--- src/rtl/ctrl_pipe_pkg.sv ---
// ctrl_pipe_pkg
// Shared definitions for the control pipeline. It holds the RV32I major-opcode
// constants (instr[6:2]), the per-stage action encoding, and the writes_rd()
// decode used to build the rd-write flags for hazard and forwarding logic.
package ctrl_pipe_pkg;

    localparam int OPC_W = 5;

    localparam logic [OPC_W-1:0] OPC_LUI    = 5'b01101;
    localparam logic [OPC_W-1:0] OPC_AUIPC  = 5'b00101;
    localparam logic [OPC_W-1:0] OPC_JAL    = 5'b11011;
    localparam logic [OPC_W-1:0] OPC_JALR   = 5'b11001;
    localparam logic [OPC_W-1:0] OPC_LOAD   = 5'b00000;
    localparam logic [OPC_W-1:0] OPC_OPIMM  = 5'b00100;
    localparam logic [OPC_W-1:0] OPC_OP     = 5'b01100;
    localparam logic [OPC_W-1:0] OPC_STORE  = 5'b01000;
    localparam logic [OPC_W-1:0] OPC_BRANCH = 5'b11000;

    // What a stage register does on the coming edge, in priority order.
    typedef enum logic [1:0] {
        ACT_LOAD   = 2'd0,
        ACT_BUBBLE = 2'd1,
        ACT_HOLD   = 2'd2,
        ACT_FLUSH  = 2'd3
    } stage_act_e;

    // True for the opcode classes that produce a register result.
    function automatic logic writes_rd(input logic [OPC_W-1:0] op);
        case (op)
            OPC_LUI, OPC_AUIPC, OPC_JAL, OPC_JALR,
            OPC_LOAD, OPC_OPIMM, OPC_OP:  writes_rd = 1'b1;
            OPC_STORE, OPC_BRANCH:        writes_rd = 1'b0;
            default:                      writes_rd = 1'b0;
        endcase
    endfunction

endpackage

--- src/rtl/control_stage.sv ---
// control_stage
// One stage register of the control pipeline. Each clock it either clears
// (flush), keeps its contents (hold), inserts a bubble because the stage
// upstream is frozen, or loads the word offered by the upstream source.
// Ports:
//   clk, rst                       clock and async active-high reset
//   flush, hold, up_hold           kill / freeze this stage / upstream frozen
//   src_valid/src_op/src_f3/src_rd word offered by the upstream source
//   valid/op/f3/rd                 registered stage contents
//   bubble                         this stage takes a bubble on the coming edge
module control_stage
    import ctrl_pipe_pkg::*;
#(
    parameter int OP_W = 5,
    parameter int F3_W = 3,
    parameter int RD_W = 5
) (
    input  logic            clk,
    input  logic            rst,
    input  logic            flush,
    input  logic            hold,
    input  logic            up_hold,
    input  logic            src_valid,
    input  logic [OP_W-1:0] src_op,
    input  logic [F3_W-1:0] src_f3,
    input  logic [RD_W-1:0] src_rd,
    output logic            valid,
    output logic [OP_W-1:0] op,
    output logic [F3_W-1:0] f3,
    output logic [RD_W-1:0] rd,
    output logic            bubble
);

    stage_act_e act;

    // Flush beats hold, hold beats bubble, and a bubble is only needed when
    // this stage is free to move but its upstream neighbour is frozen.
    always_comb begin
        if (flush) begin
            act = ACT_FLUSH;
        end else if (hold) begin
            act = ACT_HOLD;
        end else if (up_hold) begin
            act = ACT_BUBBLE;
        end else begin
            act = ACT_LOAD;
        end
    end

    assign bubble = (act == ACT_BUBBLE);

    // Invalid words always carry zeroed fields, so a load of an invalid source
    // also zeroes them; downstream stages can then copy blindly.
    always_ff @(posedge clk or posedge rst) begin
        if (rst) begin
            valid <= 1'b0;
            op    <= '0;
            f3    <= '0;
            rd    <= '0;
        end else begin
            case (act)
                ACT_LOAD: begin
                    valid <= src_valid;
                    op    <= src_valid ? src_op : '0;
                    f3    <= src_valid ? src_f3 : '0;
                    rd    <= src_valid ? src_rd : '0;
                end
                ACT_HOLD: begin
                end
                default: begin
                    valid <= 1'b0;
                    op    <= '0;
                    f3    <= '0;
                    rd    <= '0;
                end
            endcase
        end
    end

endmodule

--- src/rtl/control_pipe.sv ---
// control_pipe
// Multi-stage control pipeline carrying {valid, op, f3, rd} from decode to
// writeback. Builds the hold chain from the per-stage stalls, chains DEPTH
// control_stage registers, decodes per-stage rd-write flags and counts the
// bubbles inserted in a saturating counter.
// Ports:
//   clk, rst                           clock and async active-high reset
//   in_valid/in_op/in_f3/in_rd         control word from decode
//   in_ready                           stage 0 loads this cycle
//   stall, flush                       per-stage hold / kill requests
//   stg_valid/stg_op/stg_f3/stg_rd     per-stage contents, stage i at [i*W +: W]
//   stg_wr                             per-stage "writes a nonzero rd"
//   out_op/out_f3/out_rd/out_wr        writeback stage fields
//   bubble_cnt                         saturating bubble count
module control_pipe
    import ctrl_pipe_pkg::*;
#(
    parameter int DEPTH = 3,
    parameter int OP_W  = 5,
    parameter int F3_W  = 3,
    parameter int RD_W  = 5,
    parameter int CNT_W = 16
) (
    input  logic                   clk,
    input  logic                   rst,
    input  logic                   in_valid,
    input  logic [OP_W-1:0]        in_op,
    input  logic [F3_W-1:0]        in_f3,
    input  logic [RD_W-1:0]        in_rd,
    output logic                   in_ready,
    input  logic [DEPTH-1:0]       stall,
    input  logic [DEPTH-1:0]       flush,
    output logic [DEPTH-1:0]       stg_valid,
    output logic [DEPTH*OP_W-1:0]  stg_op,
    output logic [DEPTH*F3_W-1:0]  stg_f3,
    output logic [DEPTH*RD_W-1:0]  stg_rd,
    output logic [DEPTH-1:0]       stg_wr,
    output logic [OP_W-1:0]        out_op,
    output logic [F3_W-1:0]        out_f3,
    output logic [RD_W-1:0]        out_rd,
    output logic                   out_wr,
    output logic [CNT_W-1:0]       bubble_cnt
);

    // Wide enough that adding up to DEPTH bubbles to a full counter cannot wrap.
    localparam int SUM_W = CNT_W + $clog2(DEPTH + 1);

    logic [DEPTH-1:0]      hold;
    logic [DEPTH-1:0]      up_hold;
    logic [DEPTH-1:0]      bubble;
    logic [DEPTH-1:0]      src_valid;
    logic [DEPTH*OP_W-1:0] src_op;
    logic [DEPTH*F3_W-1:0] src_f3;
    logic [DEPTH*RD_W-1:0] src_rd;
    logic [SUM_W-1:0]      cnt_sum;

    assign in_ready = ~hold[0];

    for (genvar i = 0; i < DEPTH; i++) begin : g_stage
        // A stall anywhere downstream freezes this stage as well.
        assign hold[i] = |stall[DEPTH-1:i];

        if (i == 0) begin : g_first
            assign up_hold[i]               = 1'b0;
            assign src_valid[i]             = in_valid;
            assign src_op[i*OP_W +: OP_W]   = in_op;
            assign src_f3[i*F3_W +: F3_W]   = in_f3;
            assign src_rd[i*RD_W +: RD_W]   = in_rd;
        end else begin : g_rest
            assign up_hold[i]               = hold[i-1];
            assign src_valid[i]             = stg_valid[i-1];
            assign src_op[i*OP_W +: OP_W]   = stg_op[(i-1)*OP_W +: OP_W];
            assign src_f3[i*F3_W +: F3_W]   = stg_f3[(i-1)*F3_W +: F3_W];
            assign src_rd[i*RD_W +: RD_W]   = stg_rd[(i-1)*RD_W +: RD_W];
        end

        control_stage #(
            .OP_W (OP_W),
            .F3_W (F3_W),
            .RD_W (RD_W)
        ) u_stage (
            .clk       (clk),
            .rst       (rst),
            .flush     (flush[i]),
            .hold      (hold[i]),
            .up_hold   (up_hold[i]),
            .src_valid (src_valid[i]),
            .src_op    (src_op[i*OP_W +: OP_W]),
            .src_f3    (src_f3[i*F3_W +: F3_W]),
            .src_rd    (src_rd[i*RD_W +: RD_W]),
            .valid     (stg_valid[i]),
            .op        (stg_op[i*OP_W +: OP_W]),
            .f3        (stg_f3[i*F3_W +: F3_W]),
            .rd        (stg_rd[i*RD_W +: RD_W]),
            .bubble    (bubble[i])
        );

        // x0 is hardwired, so a write to it is never a hazard.
        assign stg_wr[i] = stg_valid[i]
                         && writes_rd(OPC_W'(stg_op[i*OP_W +: OP_W]))
                         && (stg_rd[i*RD_W +: RD_W] != '0);
    end

    assign out_op = stg_op[(DEPTH-1)*OP_W +: OP_W];
    assign out_f3 = stg_f3[(DEPTH-1)*F3_W +: F3_W];
    assign out_rd = stg_rd[(DEPTH-1)*RD_W +: RD_W];
    assign out_wr = stg_wr[DEPTH-1];

    // Sum this cycle's bubbles onto the current count in a widened adder.
    always_comb begin
        cnt_sum = {{(SUM_W-CNT_W){1'b0}}, bubble_cnt};
        for (int i = 0; i < DEPTH; i++) begin
            cnt_sum = cnt_sum + SUM_W'(bubble[i]);
        end
    end

    // Clamp at all-ones instead of wrapping.
    always_ff @(posedge clk or posedge rst) begin
        if (rst) begin
            bubble_cnt <= '0;
        end else if (cnt_sum > {{(SUM_W-CNT_W){1'b0}}, {CNT_W{1'b1}}}) begin
            bubble_cnt <= '1;
        end else begin
            bubble_cnt <= cnt_sum[CNT_W-1:0];
        end
    end

endmodule

--- config.mk ---
export PLATFORM = sky130hd
export DESIGN_NAME = control_pipe
export DESIGN_NICKNAME = d
export VERILOG_FILES = /design/src/rtl/ctrl_pipe_pkg.sv /design/src/rtl/control_stage.sv /design/src/rtl/control_pipe.sv
export SDC_FILE = /design/constraint.sdc
export NUM_CORES = 1
export LEC_CHECK = 0
export CORE_MARGIN = 8
export CORE_UTILIZATION = 44
export CTS_BUF_LIST = sky130_fd_sc_hd__clkbuf_4 sky130_fd_sc_hd__clkbuf_8 sky130_fd_sc_hd__clkbuf_16
export CTS_CLUSTER_DIAMETER = 200
export DETAILED_ROUTE_END_ITERATION = 6
export PLACE_DENSITY_LB_ADDON = 0.25
export REMOVE_ABC_BUFFERS = 1
export SYNTH_ARGS = -nofsm -noshare
export SYNTH_HDL_FRONTEND = slang
export SYNTH_SLANG_ARGS = --single-unit
--- constraint.sdc ---
create_clock -name clk -period 3.2 [get_ports clk]
set_input_delay 0.48 -clock clk [delete_from_list [all_inputs] [get_ports clk]]
set_output_delay 0.48 -clock clk [all_outputs]
set_load 0.02 [all_outputs]
# Word level (Yosys, flattened, before mapping)
# Memories as Yosys holds them, arrays and structs flattened.
# Index checks and enable logic that the tools add are counted.
[word_totals]
ff_bits = 58
romBits = 96
in_bits = 22
out_inout_bits = 76
word_cells = 71
mem_count = 3
[classes]
add_sub_neg = 3
order_cmp = 1
n_eq_ne = 6
mux = 30
bitwise = 1
reduce_logical = 14
[memory_table]
columns = ["memory", "depth", "width", "rd", "rd_clocked_by_memory_dff", "wr", "line_no", "text"]
rows = [
  ["(no name shown)", 32, 1, 1, 0, 0, "ctrl_pipe_pkg.sv:29", "case (op)"],
  ["(no name shown)", 32, 1, 1, 0, 0, "ctrl_pipe_pkg.sv:29", ""],
  ["(no name shown)", 32, 1, 1, 0, 0, "ctrl_pipe_pkg.sv:29", ""],
]
[op_table]
columns = ["cell", "n"]
rows = [
  ["$pmux W5 S2", 6],
  ["$mux W5", 6],
  ["$add A17 B1 Y18", 1],
  ["$add A18 B1 Y18", 1],
  ["$gt A18 B16 Y1 const B", 1],
  ["$pmux W3 S2", 3],
  ["$add A16 B1 Y17", 1],
  ["$mux W16", 1],
  ["$reduce_bool A5 Y1", 3],
  ["$mux W2", 6],
  ["$mux W3", 3],
  ["$eq A2 B1 Y1 const B", 3],
  ["$eq A2 B2 Y1 const B", 3],
  ["$logic_and A1 B1 Y1", 6],
  ["$logic_not A2 Y1", 3],
  ["$pmux W1 S2", 3],
  ["$reduce_or A3 Y1", 1],
  ["$mux W1", 2],
  ["$reduce_or A2 Y1", 1],
  ["$not A1 Y1", 1],
]

# Logic depth before layout (Yosys ltp)
# Gate-level depths: netlist of run 1.
[depth]
depth_word = 9
ltp_mapped = 12
depth_no_buf = 11

# By module
# Synthesis of run 1 repeated with hierarchy kept, for this count alone.
[hier_totals]
cells_unflattened = 315
area_unflattened_um2 = 3136.8
[modules_own_cells]
columns = ["mod", "n_inst", "cells_per_inst", "area_per_inst_um2", "seq_area_each_um2"]
rows = [
  ["control_stage", 3, 64, 676.9, 350.3],
  ["control_pipe", 1, 123, 1106.1, 400.4],
]

# Worst setup path after synthesis of run 1
# OpenSTA, ideal clock, no wires.
[synth_timing]
kind = "input -> register"
startpoint = "in stall[2]"
endpoint = "reg bubble_cnt[10]"
setup_time_ns = 0.066
t_arrival_ns = 2.676
required_time_ns = 3.134
slack_ns = 0.458
path_stages = 12
path_buffers = 1
path_cell_list = "nor2_1 nand2_1 fa_1 inv_1 ha_1 inv_1 fa_1 and4b_1 nand2_1 or3_1 clkbuf_1 nand2_1"
[synth_between]
elab_chain_cells = 9
elab_cells_between_ends = 18
classes_between = "add/sub (3); order compare (1); eq/ne (3); mux (9); reduce/logical (2)"
[synth_lines]
columns = ["item", "line_no", "text"]
rows = [
  ["start, declared", "control_pipe.sv:31", "input logic [DEPTH-1:0] stall,"],
  ["$reduce_or A3 Y1", "control_pipe.sv:61", "assign hold[i] = |stall[DEPTH-1:i];"],
  ["$mux W2 or $mux W1 (tied branches)", "control_stage.sv:41, control_stage.sv:43", ""],
  ["$mux W2, on equally long branches", "control_stage.sv:39, control_stage.sv:41", ""],
  ["$eq A2 B1 Y1 or $mux W2 (tied branches)", "control_stage.sv:50, control_stage.sv:39", ""],
  ["$add A16 B1 Y17 or $eq A2 B1 Y1 (tied branches)", "control_pipe.sv:113, control_stage.sv:50", ""],
  ["$add A17 B1 Y18", "control_pipe.sv:113", "cnt_sum = cnt_sum + SUM_W'(bubble[i]);"],
  ["$add A18 B1 Y18 *", "control_pipe.sv:113", ""],
  ["$gt A18 B16 Y1", "control_pipe.sv:121", "end else if (cnt_sum > {{(SUM_W-CNT_W){1'b0}}, {CNT_W{1'b1}}}) begin"],
  ["$mux W16 *", "control_pipe.sv:121", ""],
  ["end signal, assigned", "control_pipe.sv:124", "bubble_cnt <= cnt_sum[CNT_W-1:0];"],
  ["end, declared", "control_pipe.sv:42", "output logic [CNT_W-1:0] bubble_cnt"],
]
# Every way passes the cells marked *; elsewhere a longest branch is shown, timed or not.
# A chain may end at the register's enable or synchronous reset.

# Worst setup path in the final report of run 1
# Ends and elaborated chain as after synthesis.

==> results of run 1 <==
-- per-stage QoR --
step,TNS [ns],instances,hold slack [ns],cell area [sq um],power [mW]
floorplan,0,205,0.608,2490,1.07
global placement,-0.176,388,0.495,3630,1.28
detailed placement,-0.149,388,0.512,3630,1.29
CTS,0,404,0.469,3860,2.05
global route,0,404,0.509,3860,2.12
finish,0,404,0.464,3860,2.02
-- worst register-to-register path, delay by kind of cell, from the launching register on --
kind                     cells  cell delay [ns]
flip-flops                   1             0.34
AND/OR/NAND/NOR              4             1.01
adder cells (fa/ha/maj)      3             1.01
buffers and inverters        3             0.18
-- worst min path at each step --
stage	start	end	slack (ns)	depth (start not counted)
after floorplan	g_stage[2].u_stage.valid	g_stage[2].u_stage.valid	0.61	1
after global placement	g_stage[2].u_stage.valid	g_stage[2].u_stage.valid	0.49	1
after detailed placement	g_stage[2].u_stage.valid	g_stage[2].u_stage.valid	0.51	1
after CTS	rst	bubble_cnt[5]	0.47	2
after global routing	rst	bubble_cnt[1]	0.51	2
final	rst	g_stage[2].u_stage.rd[3]	0.46	2
-- cell type report --
class,count,area (sq um)
fill,458,2030
sequential,58,1450
timing repair buffer,108,1050
multi-input combinational,139,1000
clock buffer,9,124
clock inverter,7,101
tap,75,93.8
inverter,8,30.0
-- cells in the mapped netlist, drive strengths merged (3+ instances only) --
| master | n |
|---|---|
| nor2 | 16 |
| nand2 | 21 |
| and3 | 4 |
| buf | 20 |
| inv | 8 |
| a21oi | 4 |
| nand3 | 3 |
| xor2 | 6 |
| nand4b | 3 |
| or4 | 3 |
| nand4 | 3 |
| clkbuf | 4 |
| o21ai | 7 |
| mux2 | 4 |
| a21o | 4 |
| a22o | 39 |
| dfrtp | 58 |
-- where the power goes --
group          total (mW)  internal (mW)  leakage, nW  switching (mW)
registers           0.858          0.788        0.788          0.0705
logic               0.415          0.201        0.877           0.214
clock network       0.752          0.444        0.106           0.308
-- logic make-up after synthesis --
| kind of cell | Yosys count | synth area share (%) |
|---|---|---|
| AOI/OAI and AO/OA | 55 | 16.4 |
| xor gates and xnor gates | 7 | 2.31 |
| adders and majority gates | 4 | 2.45 |
| buffers and inverters | 32 | 7.54 |
| DFF | 58 | 54.6 |
| muxes | 5 | 2.07 |
| other | 1 | 0.141 |
| and+or+nand+nor | 67 | 14.4 |
-- state kept, by name (all words and copies together) (netlist names) --
| register | flops |
|---|---|
| g_stage.u_stage.rd | 15 |
| g_stage.u_stage.op | 15 |
| g_stage.u_stage.valid | 3 |
| bubble_cnt | 16 |
| g_stage.u_stage.f3 | 9 |
-- metal layers --
metal  global-route usage, %  up-vias
li1                        -     1006
met1                    19.9     1009
met2                    25.1       73
met3                    5.36       12
met4                    7.27        0
met5                       0        -
-- cells in the final DEF, fill, tap and decap left out, drive strengths merged, types with 2 or more instances in the layout --
cell,count
a21oi,4
nand2,21
nor2,16
buf,11
a22o,39
bufinv,2
inv,10
nand4b,3
clkbuf,9
or4,3
o21ai,7
nand2b,2
nand4,3
nor4b,2
and4,2
nand3,3
nor3b,2
ha,2
fa,2
clkinvlp,2
mux2,4
or3,2
nor2b,2
clkdlybuf4s50,97
a21o,4
xor2,6
dfrtp,58
and3,4
==> impl_metrics.env, run 1 <==
export IMPL_status="finished clean"
export IMPL_holdBufCountCts=0
export IMPL_drc=0
export IMPL_post_place_ws_ns=-0.0318
export IMPL_grt_pass1_wl_mm=11.1
export IMPL_die_w_um=93.7
export IMPL_first_iter_violations=89
export IMPL_route_vias_total=2100
export IMPL_fin_worst_skew_ns=0.0112
export IMPL_worstPathArrival_ns=3.19
export IMPL_wl_met3_um=577
export IMPL_synth_area_top_cells="dfrtp_1 55%, a22o_1 13%, buf_4 4.8%, nand2_1 3.0%, nor2_1 2.3%"
export IMPL_rsz0062_at_grt="no"
export IMPL_clockBufferDepth=2
export IMPL_finalHoldViolCount=0
export IMPL_yosys_most_used_dff="dfrtp_1"
export IMPL_clk_pin_slew_worst_paths_ns=0.07
export IMPL_p_per_area_nw_per_um2=525
export IMPL_cts_sinks=58
export IMPL_num_rows=28
export IMPL_r2r_end="bubble_cnt[10]"
export IMPL_slew_headroom_pct=37.0
export IMPL_cts_tree="yes"
export IMPL_post_route_period_util_pct=91.3
export IMPL_synth_top_cell_area_share_pct=54.6
export IMPL_worst_r2r_path_depth=10
export IMPL_yosysSeqAreaShare_pct=54.6
export IMPL_synth_warnings=0
export IMPL_final_setup_viol_count=0
export IMPL_antenna_found_initial=0
export IMPL_postLayoutCoreUtil_pct=65.6
export IMPL_start_kind="input pin"
export IMPL_die_height_um=93.7
export IMPL_r2r_slack_ns=0.60
export IMPL_cp_top_family="simple AND/OR/NAND/NOR gates"
export IMPL_gp_congestion=0.810
export IMPL_synth_seq_cells=58
export IMPL_endpoint="bubble_cnt[10]"
export IMPL_cts_buffers=9
export IMPL_cp_num_buf_inv=3
export IMPL_worst_path_most_repeated_cell="nand2_1"
export IMPL_worstPathRequired_ns=3.46
export IMPL_ctsResizeCount=0
export IMPL_first_pass_iters=4
export IMPL_wirelength_mm=6.89
export IMPL_top_layer_used="met4"
export IMPL_syn_area_sq_um=2660
export IMPL_yosysTopAreaCell="dfrtp_1"
export IMPL_postSynthCellCount=229
export IMPL_grt_pass1_vias=2149
export IMPL_worst_pin_slew_ns=0.942
export IMPL_area_growth_pct=45.3
export IMPL_cp_max_fo=7
export IMPL_cts_htree_levels=3
export IMPL_max_freq_ghz=0.342
export IMPL_portBuffers=97
export IMPL_core_area_sq_um=5890
export IMPL_ant_nets=0
export IMPL_cp_depth=12
export IMPL_wl_met1_mm=3.10
export IMPL_layout_setup_ws_ns=0.279
export IMPL_finalCriticalPeriod_ns=2.92
export IMPL_grt_max_degree=24
export IMPL_max_cap_violations=0
export IMPL_async_flop_share_pct=100
export IMPL_die_area_sq_um=8780
export IMPL_peakVddDrop_uv=300
export IMPL_endpoint_kind="register"
export IMPL_io_pins=98
export IMPL_crit_start="stall[2]"
export IMPL_wl_met2_mm=3.08
export IMPL_antenna_cells=0
export IMPL_grt_ovfl_total=0
export IMPL_initial_core_util_pct=45.1
export IMPL_dp_hpwl_mm=5.20
export IMPL_cts_root_buf="clkbuf_8"
export IMPL_hp_class="input pin to asynchronous set/reset pin"
export IMPL_crit_chain="clkdlybuf4s50_1, nor2_1, nand2_1, fa_1, inv_1, ha_1, inv_1, fa_1, and4b_1, nand2_1, or3_1, nand2_1"
export IMPL_p_leak_nw=1.77
export IMPL_synthDistinctLibCells=36
export IMPL_insertion_delay_ns=0.33
export IMPL_reg2reg_from="bubble_cnt[0]"
export IMPL_cts_setup_buffers=0
export IMPL_cpPeakStageDelay_ns=0.49
export IMPL_final_nets=350
export IMPL_synth_edf_count=0
export IMPL_grtUsageTotal_pct=16.1
export IMPL_finalMaxSlewViolations=0
export IMPL_avgViaCountPerCell=5.20
export IMPL_crit_slowest_cell="or3_1"
export IMPL_post_drt_wl_per_cell_um=17.0
export IMPL_avgSynthCellArea_sq_um=11.6
export IMPL_drive_gt1_share_pct=11.2
export IMPL_path_class="input pin to register"
Note: power is estimated with default switching activity, not from simulation.
==> run 2, diff against run 1 <==
- CORE_ASPECT_RATIO: not set -> 1.4
- CORE_UTILIZATION: 44 -> 40
- clock period: 3.2 -> 2.35 ns (I/O delays scaled with it)
==> run 2 against run 1 <==
Against the previous run: sequential share of layout area fell by 0.73 points; combinational power rose by 42%; largest power group unchanged; critical endpoint is now bubble_cnt[3]; power rose by 36%; non-clock buffer count rose by 5; sequential power rose by 36%; the flow now finishes with violations (negative setup slack).
==> impl_metrics.env, run 2 (synthesized netlist as in run 1, its figures left out) <==
export IMPL_insertion_delay_ns=0.33
export IMPL_antenna_cells=0
export IMPL_die_area_sq_um=9540
export IMPL_reg2reg_from="bubble_cnt[0]"
export IMPL_cts_tree="yes"
export IMPL_r2r_slack_ns=-0.07
export IMPL_core_area_sq_um=6530
export IMPL_p_sw_mw=0.759
export IMPL_worst_r2r_path_depth=11
export IMPL_regMostFlops="bubble_cnt"
export IMPL_max_cap_violations=0
export IMPL_power_internal_mw=2.00
export IMPL_initial_core_util_pct=40.7
export IMPL_wirelength_mm=6.84
export IMPL_cts_sinks=58
export IMPL_final_cell_mix="90 x clkdlybuf4s50_1, 58 x dfrtp_1, 39 x a22o_1"
export IMPL_final_setup_viol_count=16
export IMPL_die_height_um=112
export IMPL_slew_headroom_pct=36.4
export IMPL_worst_pin_slew_ns=0.952
export IMPL_power_frac_clock_pct=36.2
export IMPL_num_rows=35
export IMPL_p_sw_share_pct=27.5
export IMPL_endpoint_kind="register"
export IMPL_worstPathArrival_ns=2.68
export IMPL_r2r_end="bubble_cnt[3]"
export IMPL_drc=0
export IMPL_p_leak_nw=1.83
export IMPL_clk_pin_slew_worst_paths_ns=0.06
export IMPL_dp_hpwl_mm=5.10
export IMPL_top_regs="bubble_cnt x16, g_stage.u_stage.op x15, g_stage.u_stage.rd x15"
export IMPL_avgViaCountPerCell=5.23
export IMPL_cp_max_fo=4
export IMPL_gp_congestion=0.762
export IMPL_crit_start="bubble_cnt[0]"
export IMPL_post_route_period_util_pct=103
export IMPL_start_kind="register"
export IMPL_max_freq_ghz=0.413
export IMPL_rsz0062_at_grt="yes"
export IMPL_grt_ovfl_total=0
export IMPL_grt_pass1_wl_mm=11.0
export IMPL_final_nets=355
export IMPL_cts_buffers=9
export IMPL_p_seq_share_pct=42.5
export IMPL_first_iter_violations=113
export IMPL_finalMaxSlewViolations=0
export IMPL_finalHoldViolCount=0
export IMPL_route_vias_total=2129
export IMPL_grtUsageTotal_pct=14.6
export IMPL_fin_worst_skew_ns=0.00446
export IMPL_portBuffers=97
export IMPL_violations="negative setup slack"
export IMPL_clockBufferDepth=2
export IMPL_grt_pass1_vias=2185
export IMPL_cts_root_buf="clkbuf_8"
export IMPL_ant_nets=0
export IMPL_grt_max_degree=59
export IMPL_cts_htree_levels=3
export IMPL_drive_gt1_share_pct=16.8
export IMPL_layout_cells_most_common="clkdlybuf4s50_1"
export IMPL_fin_setup_tns_ns=-0.763
export IMPL_antenna_found_initial=0
export IMPL_area_growth_pct=48.1
export IMPL_layout_setup_ws_ns=-0.0722
export IMPL_worstPathRequired_ns=2.61
export IMPL_p_per_area_nw_per_um2=700
export IMPL_post_drt_wl_per_cell_um=16.8
export IMPL_peakVddDrop_uv=539
export IMPL_path_class="register to register"
export IMPL_hp_class="input pin to asynchronous set/reset pin"
export IMPL_p_comb_share_pct=21.3
export IMPL_finalCriticalPeriod_ns=2.42
export IMPL_postLayoutCoreUtil_pct=60.3
export IMPL_first_pass_iters=4
export IMPL_largest_reg_flops=16
export IMPL_die_w_um=84.9
export IMPL_status="complete, but fails checks"
export IMPL_endpoint="bubble_cnt[3]"
export IMPL_io_pins=98
run 2: power groups by stage:
stage / logic, mW / registers [mW] / clock network [mW]
floorplan: 0.206 / 1.25 / 0
global placement: 0.561 / 1.18 / 0
detailed placement: 0.572 / 1.18 / 0
CTS: 0.589 / 1.17 / 1.02
global route: 0.649 / 1.18 / 1.07
finish: 0.588 / 1.17 / 0.998
run 2: routing by layer:
layer  vias up  global-route usage, %  routed length (um)
li1       1014                      -                   -
met1      1042                   16.2                2920
met2        69                   24.6                3380
met3         4                   5.85                 480
met4         0                   5.37                  58
met5         -                      0                   0
run 2: worst min-delay path by stage:
stage | startpoint | endpoint | slack (ns) | cells past startpoint
global route | rst | g_stage[0].u_stage.f3[1] | 0.42 | 3
global placement | g_stage[2].u_stage.valid | g_stage[2].u_stage.valid | 0.48 | 1
CTS | rst | bubble_cnt[4] | 0.40 | 3
floorplan | in_f3[0] | g_stage[0].u_stage.f3[0] | 0.49 | 1
detailed placement | g_stage[2].u_stage.valid | g_stage[2].u_stage.valid | 0.49 | 1
finish | rst | g_stage[0].u_stage.f3[1] | 0.39 | 3
run 2: cell type report:
class,instances,area [sq um]
clock inverters,1,30.0
fillers,558,2590
multi-input cells,139,1050
well taps,74,92.6
inverters,8,30.0
flip-flops and latches,58,1450
clock buffers,14,193
repair buffers,113,1090
run 2: critical path, stage by stage (launching register included):
cell and delay (ns):
dfrtp_1 0.39, inv_2 0.06, fa_1 0.41, inv_1 0.07, ha_2 0.18, inv_2 0.04
fa_2 0.34, and4b_1 0.29, buf_4 0.13, nand4_1 0.17, buf_4 0.22, o21ai_1 0.06
run 2: what timing repair did:
| action | 4_1_cts | 5_1_grt |
|---|---|---|
| pin swaps | 11 | 6 |
| setup buffers | 1 | 1 |
| resized for setup | 18 | 11 |
| hold buffers | 0 | 0 |
| setup endpoints to repair | 20 | 16 |
run 2: through the flow:
| stage | setup WS, ns | instance area (sq um) | power (mW) | hold WS (ns) | cells |
|---|---|---|---|---|---|
| global route | -0.210 | 3940 | 2.90 | 0.421 | 407 |
| finish | -0.0722 | 3940 | 2.76 | 0.394 | 407 |
| detailed placement | -0.785 | 3670 | 1.75 | 0.486 | 390 |
| floorplan | -0.285 | 2490 | 1.46 | 0.485 | 205 |
| CTS | -0.136 | 3920 | 2.78 | 0.399 | 406 |
| global placement | -0.732 | 3670 | 1.75 | 0.478 | 390 |
